## config.mk

```make
export PLATFORM = sky130hd
export DESIGN_NAME = keypad_scan_controller
export DESIGN_NICKNAME = d
export VERILOG_FILES = /design/src/rtl/keypad_scan_controller.sv
export SDC_FILE = /design/constraint.sdc
export NUM_CORES = 1
export LEC_CHECK = 0
export CORE_MARGIN = 10
export CORE_UTILIZATION = 65
export DETAILED_ROUTE_END_ITERATION = 8
export PLACE_DENSITY = 0.84
export SYNTH_ARGS = -nofsm -noshare
export SYNTH_HDL_FRONTEND = slang
export SYNTH_SLANG_ARGS = --single-unit
```

## constraint.sdc

```tcl
create_clock -name clk -period 27.5 [get_ports clk]
set_clock_uncertainty 0.15 [all_clocks]
set_input_delay 2.75 -clock clk [delete_from_list [all_inputs] [get_ports clk]]
set_output_delay 2.75 -clock clk [all_outputs]
set_load 0.1 [all_outputs]
```

## src/rtl/keypad_scan_controller.sv

```systemverilog
// Key FIFO: small circular buffer holding decoded key codes for the consumer.
// Latency: a push is visible at head_dat/empty the cycle after it is written.
// Backpressure: push while full is refused unless a pop happens in the same cycle.
module keypad_key_fifo #(
    parameter int DEPTH = 4,
    parameter int WIDTH = 4
) (
    input  logic             clk,
    input  logic             rst,
    input  logic             push,
    input  logic [WIDTH-1:0] push_dat,
    input  logic             pop,
    output logic [WIDTH-1:0] head_dat,
    output logic             empty,
    output logic             full
);
    localparam int AW = (DEPTH > 1) ? $clog2(DEPTH) : 1;
    localparam logic [AW:0] DEPTH_CNT = (AW + 1)'(DEPTH);

    logic [WIDTH-1:0] mem [DEPTH];
    logic [AW-1:0]    wr_ptr;
    logic [AW-1:0]    rd_ptr;
    logic [AW:0]      count;
    logic             do_push;
    logic             do_pop;

    assign empty    = (count == '0);
    assign full     = (count == DEPTH_CNT);
    assign do_pop   = pop && !empty;
    // A full FIFO still accepts a push when the head leaves in the same cycle.
    assign do_push  = push && (!full || do_pop);
    assign head_dat = empty ? '0 : mem[rd_ptr];

    // Pointer and occupancy bookkeeping.
    always_ff @(posedge clk or posedge rst) begin
        if (rst) begin
            wr_ptr <= '0;
            rd_ptr <= '0;
            count  <= '0;
        end else begin
            if (do_push) wr_ptr <= wr_ptr + 1'b1;
            if (do_pop)  rd_ptr <= rd_ptr + 1'b1;
            case ({do_push, do_pop})
                2'b10:   count <= count + 1'b1;
                2'b01:   count <= count - 1'b1;
                default: count <= count;
            endcase
        end
    end

    // Storage array; contents are qualified by count, so no reset is needed.
    always_ff @(posedge clk) begin
        if (do_push) mem[wr_ptr] <= push_dat;
    end
endmodule

// Keypad scanner: walks a 4x4 matrix one row at a time, debounces, queues key codes.
// Latency: push in the EVAL of the DEBOUNCE_SCANS-th consistent scan, key_valid next cycle.
// Backpressure: key_valid/key_ready FIFO; a push into a full FIFO without a pop is dropped and flags overflow.
module keypad_scan_controller #(
    parameter int SCAN_DIV       = 1000,
    parameter int DEBOUNCE_SCANS = 4,
    parameter int FIFO_DEPTH     = 4
) (
    input  logic       clk,
    input  logic       rst,
    input  logic       en,
    input  logic [3:0] columns,
    output logic [3:0] rows,
    output logic [3:0] key_code,
    output logic       key_valid,
    input  logic       key_ready,
    output logic       key_held,
    output logic       overflow,
    input  logic       clr_overflow
);
    localparam int DCW = $clog2(SCAN_DIV);
    localparam int CW  = $clog2(DEBOUNCE_SCANS + 1);
    localparam logic [DCW-1:0] DWELL_LAST = DCW'(SCAN_DIV - 1);
    localparam logic [CW-1:0]  DB_TARGET  = CW'(DEBOUNCE_SCANS);

    typedef enum logic [1:0] {
        IDLE  = 2'd0,
        DRIVE = 2'd1,
        EVAL  = 2'd2
    } state_t;

    state_t         state, state_nxt;
    logic [1:0]     row_idx, row_nxt;
    logic [DCW-1:0] dwell_cnt, dwell_nxt;
    logic [3:0]     rows_nxt;
    logic           cap_en;

    logic [3:0]     col_s1, col_s2;
    logic [15:0]    cap;

    logic [4:0]     zero_cnt;
    logic [3:0]     zero_pos;
    logic           is_single;
    logic [3:0]     scan_code;

    logic [CW-1:0]  press_cnt, rel_cnt;
    logic [CW-1:0]  press_inc, rel_inc;
    logic [3:0]     prev_code;
    logic           eval_act;
    logic           push;
    logic           pop;
    logic           fifo_empty, fifo_full;
    logic           drop;

    // Two-flop synchronizer for the asynchronous column inputs; idle columns read high.
    always_ff @(posedge clk or posedge rst) begin
        if (rst) begin
            col_s1 <= 4'hF;
            col_s2 <= 4'hF;
        end else begin
            col_s1 <= columns;
            col_s2 <= col_s1;
        end
    end

    // Scan sequencer state, row index, dwell counter and registered row drive.
    always_ff @(posedge clk or posedge rst) begin
        if (rst) begin
            state     <= IDLE;
            row_idx   <= 2'd0;
            dwell_cnt <= '0;
            rows      <= 4'hF;
        end else begin
            state     <= state_nxt;
            row_idx   <= row_nxt;
            dwell_cnt <= dwell_nxt;
            rows      <= rows_nxt;
        end
    end

    // Next-state logic: dwell on each row, capture on the last dwell cycle, one EVAL cycle per scan.
    always_comb begin
        state_nxt = state;
        row_nxt   = row_idx;
        dwell_nxt = dwell_cnt;
        cap_en    = 1'b0;
        if (!en) begin
            state_nxt = IDLE;
            row_nxt   = 2'd0;
            dwell_nxt = '0;
        end else begin
            case (state)
                IDLE: begin
                    state_nxt = DRIVE;
                    row_nxt   = 2'd0;
                    dwell_nxt = '0;
                end
                DRIVE: begin
                    if (dwell_cnt == DWELL_LAST) begin
                        cap_en    = 1'b1;
                        dwell_nxt = '0;
                        if (row_idx == 2'd3) begin
                            state_nxt = EVAL;
                            row_nxt   = 2'd0;
                        end else begin
                            row_nxt = row_idx + 2'd1;
                        end
                    end else begin
                        dwell_nxt = dwell_cnt + 1'b1;
                    end
                end
                EVAL: begin
                    state_nxt = DRIVE;
                    row_nxt   = 2'd0;
                    dwell_nxt = '0;
                end
                default: begin
                    state_nxt = IDLE;
                    row_nxt   = 2'd0;
                    dwell_nxt = '0;
                end
            endcase
        end
        // Row drive is registered so it tracks the state that is entered next cycle.
        rows_nxt = (state_nxt == DRIVE) ? ~(4'b0001 << row_nxt) : 4'hF;
    end

    // Capture buffer: one nibble of synchronized columns per row, row r at bits 4r+3..4r.
    always_ff @(posedge clk or posedge rst) begin
        if (rst) begin
            cap <= 16'hFFFF;
        end else if (cap_en) begin
            cap[{row_idx, 2'b00} +: 4] <= col_s2;
        end
    end

    // Scan classification: count pressed contacts and remember where the last one was.
    always_comb begin
        zero_cnt = 5'd0;
        zero_pos = 4'd0;
        for (int i = 0; i < 16; i++) begin
            if (!cap[i]) begin
                zero_cnt = zero_cnt + 5'd1;
                zero_pos = 4'(i);
            end
        end
        is_single = (zero_cnt == 5'd1);
    end

    // Matrix position to keypad legend.
    always_comb begin
        scan_code = 4'h0;
        case (zero_pos)
            4'd0:  scan_code = 4'h1;
            4'd1:  scan_code = 4'h2;
            4'd2:  scan_code = 4'h3;
            4'd3:  scan_code = 4'hA;
            4'd4:  scan_code = 4'h4;
            4'd5:  scan_code = 4'h5;
            4'd6:  scan_code = 4'h6;
            4'd7:  scan_code = 4'hB;
            4'd8:  scan_code = 4'h7;
            4'd9:  scan_code = 4'h8;
            4'd10: scan_code = 4'h9;
            4'd11: scan_code = 4'hC;
            4'd12: scan_code = 4'hE;
            4'd13: scan_code = 4'h0;
            4'd14: scan_code = 4'hF;
            4'd15: scan_code = 4'hD;
            default: scan_code = 4'h0;
        endcase
    end

    // A nonzero press count means the previous scan was a SINGLE with prev_code.
    assign press_inc = ((press_cnt != '0) && (scan_code == prev_code)) ? press_cnt + 1'b1 : CW'(1);
    assign rel_inc   = rel_cnt + 1'b1;
    assign eval_act  = en && (state == EVAL);
    assign push      = eval_act && !key_held && is_single && (press_inc == DB_TARGET);
    assign pop       = key_valid && key_ready;
    assign drop      = push && fifo_full && !pop;

    // Press/release debounce, evaluated once per completed scan.
    always_ff @(posedge clk or posedge rst) begin
        if (rst) begin
            press_cnt <= '0;
            rel_cnt   <= '0;
            prev_code <= 4'h0;
            key_held  <= 1'b0;
        end else if (!en) begin
            press_cnt <= '0;
            rel_cnt   <= '0;
            key_held  <= 1'b0;
        end else if (state == EVAL) begin
            if (!key_held) begin
                rel_cnt <= '0;
                if (is_single) begin
                    press_cnt <= press_inc;
                    prev_code <= scan_code;
                    if (press_inc == DB_TARGET) key_held <= 1'b1;
                end else begin
                    press_cnt <= '0;
                end
            end else begin
                if (is_single) begin
                    rel_cnt <= '0;
                end else if (rel_inc == DB_TARGET) begin
                    key_held  <= 1'b0;
                    press_cnt <= '0;
                    rel_cnt   <= '0;
                end else begin
                    rel_cnt <= rel_inc;
                end
            end
        end
    end

    // Sticky overflow; a new drop in the same cycle as the clear keeps it set.
    always_ff @(posedge clk or posedge rst) begin
        if (rst) begin
            overflow <= 1'b0;
        end else if (drop) begin
            overflow <= 1'b1;
        end else if (clr_overflow) begin
            overflow <= 1'b0;
        end
    end

    keypad_key_fifo #(
        .DEPTH (FIFO_DEPTH),
        .WIDTH (4)
    ) u_key_fifo (
        .clk      (clk),
        .rst      (rst),
        .push     (push),
        .push_dat (scan_code),
        .pop      (pop),
        .head_dat (key_code),
        .empty    (fifo_empty),
        .full     (fifo_full)
    );

    assign key_valid = !fifo_empty;
endmodule

```

==> After elaboration in Yosys (flattened, before gate mapping) <==
Memory sizes are Yosys's and may differ from the RTL's.
Index checks and enable logic that the tools add are counted.
Widths: inputs -> output; s select.
{ "totals": {"regBits": 61, "mem_bits_rw": 16, "romBits": 64, "input_bits": 9, "output_inout_bits": 11, "wordCells": 156, "mem_count": 2} }
{ "classes": {"add_sub_neg": 24, "eq_ne": 15, "n_shift": 3, "mux": 72, "bitwise": 2, "n_reduce_logical": 23} }
{ "memory_table": {"columns": ["memory", "depth", "width", "rd", "rd_clocked_by_memory_dff", "wr", "line_no", "rtl"], "rows": [
  ["(name not given)", 16, 4, 1, 0, 0, "209", "case (zero_pos)"],
  ["u_key_fifo.mem", 4, 4, 1, 0, 1, "20", "logic [WIDTH-1:0] mem [DEPTH];"]
]} }
{ "op_table": {"columns": ["operator", "count"], "rows": [
  ["$add 5x1->5 const B", 15],
  ["$mux 5", 15],
  ["$mux 4", 16],
  ["$mux 3", 12],
  ["$mux 10", 3],
  ["$bwmux 16", 1],
  ["$mux 1", 16],
  ["$shift 4x6->16 const A", 1],
  ["$shiftx 4x6->16", 1],
  ["$mux 2", 7],
  ["$add 10x1->10 const B", 1],
  ["$eq 10x10->1 const B", 1],
  ["$logic_and 1x1->1", 10],
  ["$add 3x1->3 const B", 3],
  ["$eq 3x3->1 const B", 3],
  ["$add 2x1->2 const B", 3],
  ["$eq 2x1->1 const B", 3],
  ["$eq 2x2->1 const B", 3],
  ["$neg 4->6", 1],
  ["$pmux 3 s2", 1],
  ["$eq 5x1->1 const B", 1],
  ["$eq 4x4->1", 1],
  ["$logic_not 1->1", 4],
  ["$not 4->4", 1],
  ["15 further kinds", 16]
]} }

==> Logic depth before layout (Yosys ltp) <==
{ "depth": {"word_depth": 37, "mapped_depth": 60, "mapped_depth_nobuf": 60} }

==> By module <==
From an unflattened synthesis, not the netlist that was laid out.
{ "unflattened": {"hier_cells": 559, "area_unflattened_um2": 5507.8} }
{ "modules_own_cells": {"columns": ["mod", "n_inst", "cells_each", "area_each_um2", "seq_area_each_um2"], "rows": [
  ["keypad_scan_controller", 1, 494, 4461.8, 1386.3],
  ["keypad_key_fifo", 1, 65, 1046.0, 655.6]
]} }

==> Least setup slack after synthesis <==
Ideal clock, no wire load.
{ "synth_path": {"path_type": "register to register", "startpoint": "register cap[0]", "endpoint": "register u_key_fifo.count[1]", "setup_time_ns": 0.083, "t_arrival_ns": 10.263, "required_time_ns": 27.267, "setup_slack_ns": 17.005, "stages_incl_launch_ff": 56, "path_buffers": 1, "period_less_slack_ns": 10.495, "cell_sequence": "dfstp_2 inv_1 ha_1 buf_2 xnor2_1 ha_1 nor2b_1 a21o_1 ha_1 mux2_2 ha_1 nor2b_1 a41o_1 a221o_1 ha_1 nor2_1 nor2_1 ha_1 [... 20 more ...] inv_1 o21ai_0 o21ai_0 inv_1 ha_1 nand2_1 o21ai_0 ha_1 or3_1 a21oi_1 nor3b_1 nand2_1 o21ai_4 nand4_4 ha_1 inv_1 fa_1 o21ai_0"} }
{ "synth_via": {"elab_chain_len": 37, "elab_cells_between_ends": 39, "cone_classes": "add/sub (15); eq/ne (3); mux (17); reduce/logical (4)"} }
{ "synth_rtl": {"columns": ["item", "line_no", "rtl"], "rows": [
  ["start: declaration", "95", "logic [15:0] cap;"],
  ["start signal: indexed assignment", "189", "cap[{row_idx, 2'b00} +: 4] <= col_s2;"],
  ["$mux 1 *", "198", "if (!cap[i]) begin"],
  ["$add 5x1->5", "199", "zero_cnt = zero_cnt + 5'd1;"],
  ["$mux 5 *", "198", null],
  ["$add 5x1->5", "199", null],
  ["$mux 5 *", "198", null],
  ["$add 5x1->5", "199", null],
  ["$mux 5 *", "198", null],
  ["$add 5x1->5", "199", null],
  ["[... 20 more ...]", null, null],
  ["$mux 5 *", "198", null],
  ["$add 5x1->5", "199", null],
  ["$mux 5 *", "198", null],
  ["$eq 5x1->1 *", "203", "is_single = (zero_cnt == 5'd1);"],
  ["$logic_and 1x1->1 * (2 in a row)", "234", "assign push = eval_act && !key_held && is_single && (press_inc == DB_TARGET);"],
  ["$logic_and 1x1->1 *", "31", "assign do_push = push && (!full || do_pop);"],
  ["$eq 2x1->1 / $eq 2x2->1 (equally long branches)", "43", "case ({do_push, do_pop})"],
  ["$pmux 3 s2 / $reduce_bool 2->1 (equally long branches)", null, null],
  ["end signal: assignment", "44", "2'b10: count <= count + 1'b1;"],
  ["end signal: assignment", "45", "2'b01: count <= count - 1'b1;"],
  ["end signal: assignment", "46", "default: count <= count;"],
  ["end: declaration", "23", "logic [AW:0] count;"]
]} }
Every way passes the cells marked *; elsewhere a longest branch is shown, timed or not.
A chain may end at the register's enable or synchronous reset.

==> Final worst setup path <==
{ "layout_path": {"startpoint": "register cap[0]", "endpoint": "register u_key_fifo.count[2]"} }
Same word-level chain as after synthesis.

==> flow_summary.yaml <==
status:
  outcome: "finished, final reports clean"
power:
  p_leak_uw: 0.00223
  power.switching_fraction: 0.232
  power.ir.vdd_worst_mv: 0.0384
  clockPowerShare: 0.380
  combPwrFrac: 0.025
  switching_pwr_uw: 46.2
  finalPower_uw: 199
  power.density_cell_area_nw_per_um2: 34.4
  cell_internal_pwr_uw: 153
  power.sequential.fraction: 0.595
synthesis:
  synthSimpleGateAreaFrac: 0.194
  synth-compound-area-share: 0.112
  ys_dominant_reg_cell: "sky130_fd_sc_hd__dfrtp_1"
  synth_enable_flop_cells: 16
  synth_area_um2: 5350
  synth_cell_types: 66
  post_synth_xor_area_fraction: 0.131
  yosysTopAreaCell: "sky130_fd_sc_hd__dfrtp_1"
  syn_area_per_cell_um2: 9.68
  synth_area_leaders: "sky130_fd_sc_hd__dfrtp_1 15%, sky130_fd_sc_hd__dfstp_2 14%, sky130_fd_sc_hd__edfxtp_1 9.0%"
  number_of_flip_flops_and_latches_in_the_synthesized_netlist: 77
  synth_top_family_by_area: "simple AND/OR/NAND/NOR gates"
  yosys_warnings: 0
  synthCells: 552
  synth-adder-area-share: 0.0899
  sequential_share_of_the_synthesized_area: 0.382
  synth.area.mux_share: 0.0513
  async_reset_ff_frac: 0.792
  synth_top_cell_area_share: 0.154
  synth.net_count: 598
placed_design:
  dpl_cell_area_um2: 5600
  io_buffer_count: 19
  place_hpwl_mm: 7.64
  dp_cells: 661
  gp_congestion: 0.883
global_route:
  number_of_global_route_vias_before_repair: 3835
  grt_pass1_wl_mm: 17.5
  globalRouteOverflowTotal: 0
  grt_util_all_layers: 0.165
  antenna_found_initial: 0
  grt_start_max_net_pins: 62
route:
  route.antenna.remaining_nets: 0
  avgRoutedWirePerCell_um: 14.8
  via_per_inst: 5.75
  detail_route.drc_violations: 0
  detailed_routing_iterations_pass_1: 4
  initialDrtViolationCount: 207
  num_vias: 3890
  postRouteWirelength_mm: 10.0
floorplan:
  fp.dieW_um: 111
  io_pins: 20
  core-area_um2: 8090
  floorplan.initialDensity: 0.660
  die_height_um: 111
  num_rows: 33
  die_area_um2: 12300
clocking:
  cts_root_buffer: "sky130_fd_sc_hd__clkbuf_8"
  clock_latency_ns: 0.36
  ctsHtreeMaxLevel: 3
  cts_setup_buffers: 0
  cts_repair_resized_insts: 0
  tritoncts: "done"
  tritoncts.num_buffers: 9
  cts.path.max_buffers: 2
  clkSlewWorstSetupHoldPaths_ns: 0.08
  cts_sinks: 77
  cts_hold_repair.buffers: 0
sta:
  min_cycle_time_layout_ns: 11.54
  clock.fmax_mhz: 86.7
  totalNegativeSetupSlack_ns: 0
  headroom_to_the_max_slew_limit: 0.338
  period_share: 0.420
  finalHoldViolations: 0
  final_slew_violations: 0
  max_slew.worst_pin.slew_ns: 0.990
  timing.final.setup_violations: 0
  holdWs_ns: 0.209
  unrepaired_setup_endpoints_after_global_routing: "false"
final_layout:
  area_growth_syn_to_layout_pct: 8.08
  layout-drive-gt1-share: 0.115
  commonest_non_fill_non_tap_cell_in_the_layout: "sky130_fd_sc_hd__nand2_1"
  final_design_area_no_fill_um2: 5780
  final-instance-count-excl-fill: 677
  num_antenna_cells: 0
  mostFrequentLayoutCells: "74 x sky130_fd_sc_hd__nand2_1, 41 x sky130_fd_sc_hd__nor2_1, 38 x sky130_fd_sc_hd__xnor2_1, 38 x sky130_fd_sc_hd__o21ai_0"
  finish.net_count: 613
setup_path:
  timing.critical_path.required_ns: 27.60
  cpMostUsedCell: "sky130_fd_sc_hd__ha_1"
  critical_path.top_delay_family: "adder cells"
  worst-setup-path-type: "flip-flop to flip-flop"
  critical_path_peak_fanout: 9
  worst_ep_arrival_time_ns: 11.64
  cpMaxStageDelayCell: "sky130_fd_sc_hd__dfstp_2"
  worstSetupEndpointType: "flip-flop"
  worst_path_largest_cell_delay_ns: 0.55
  worst_path_buf_inv: 5
  startpoint_class_of_the_critical_path: "flip-flop"
worst_hold_path:
  classification_of_the_worst_slack_hold_path: "flip-flop to flip-flop"
job:
  max_cap_violations: 0
[worst paths after layout]
path	from	slack (ns)	depth (start not counted)	endpoint
max in group asynchronous	rst	23.97	3	prev_code[1]
hold / removal	col_s1[2]	0.21	0	col_s2[2]
hold reg to reg	col_s1[2]	0.21	0	col_s2[2]
setup / recovery	cap[0]	15.96	56	u_key_fifo.count[2]
min in group asynchronous	rst	2.76	3	dwell_cnt[1]
setup reg to reg	cap[0]	15.96	56	u_key_fifo.count[2]
[area by class of cell]
type	count	area [um2]
multi-input combinational	422	3090
clock buffer	10	128
inverter	37	139
clock inverter	6	46.3
tap	105	131
timing repair buffer	20	198
sequential	77	2040
fill	603	2320
[power by group through the flow]
stage / sequential [uW] / combinational, uW / clock (uW)
after floorplan: 121 / 2.41 / 0
after global placement: 120 / 5.04 / 0
after detailed placement: 120 / 5.11 / 0
after CTS: 118 / 5.13 / 77.2
after global routing: 118 / 5.59 / 81.8
final: 118 / 4.95 / 75.6
[per-stage QoR]
stage	utilization	setup slack (ns)
2_1_floorplan	-	17.00
3_3_place_gp	0.692	16.56
6_report	0.714	15.96
5_1_grt	0.714	14.99
4_1_cts	0.714	16.03
3_5_place_dp	0.692	16.06
[registers in the layout (all words and copies together) (netlist names), 2 cells and up]
name,cells
u_key_fifo.wr_ptr,2
col_s2,4
u_key_fifo.rd_ptr,2
press_cnt,3
cap,16
rows,4
dwell_cnt,10
col_s1,4
row_idx,2
rel_cnt,3
prev_code,4
u_key_fifo.mem,16
u_key_fifo.count,3
state,2
[Yosys cell counts, drive strengths merged (4+ instances only)]
master / count
mux2: 9
nand3b: 5
and2: 12
buf: 5
nor3: 12
nor2: 41
mux2i: 6
nor3b: 8
nor2b: 16
edfxtp: 16
xnor3: 6
xor2: 17
inv: 37
clkbuf: 11
o21ai: 39
o22ai: 4
mux4: 5
xnor2: 41
nand3: 18
ha: 36
a31oi: 5
nand2b: 9
nand2: 74
dfstp: 28
a21o: 4
a21oi: 11
dfrtp: 33
[layer usage]
layer	part of all wire	global-route usage
met5	0	0
met4	0.0099	0.0382
met3	0.046	0.0509
met2	0.49	0.273
met1	0.45	0.206
[logic make-up (layout without fill, tap and decap cells)]
group                    Yosys count  after routing
AO/OA/AOI/OAI                     91             91
XOR/XNOR                          65             65
flip-flops                        77             77
adder cells (fa/ha/maj)           38             38
multiplexers                      20             20
AND/OR/NAND/NOR                  208            208
buffers and inverters             53             73
(Power assumes the default switching activity.)
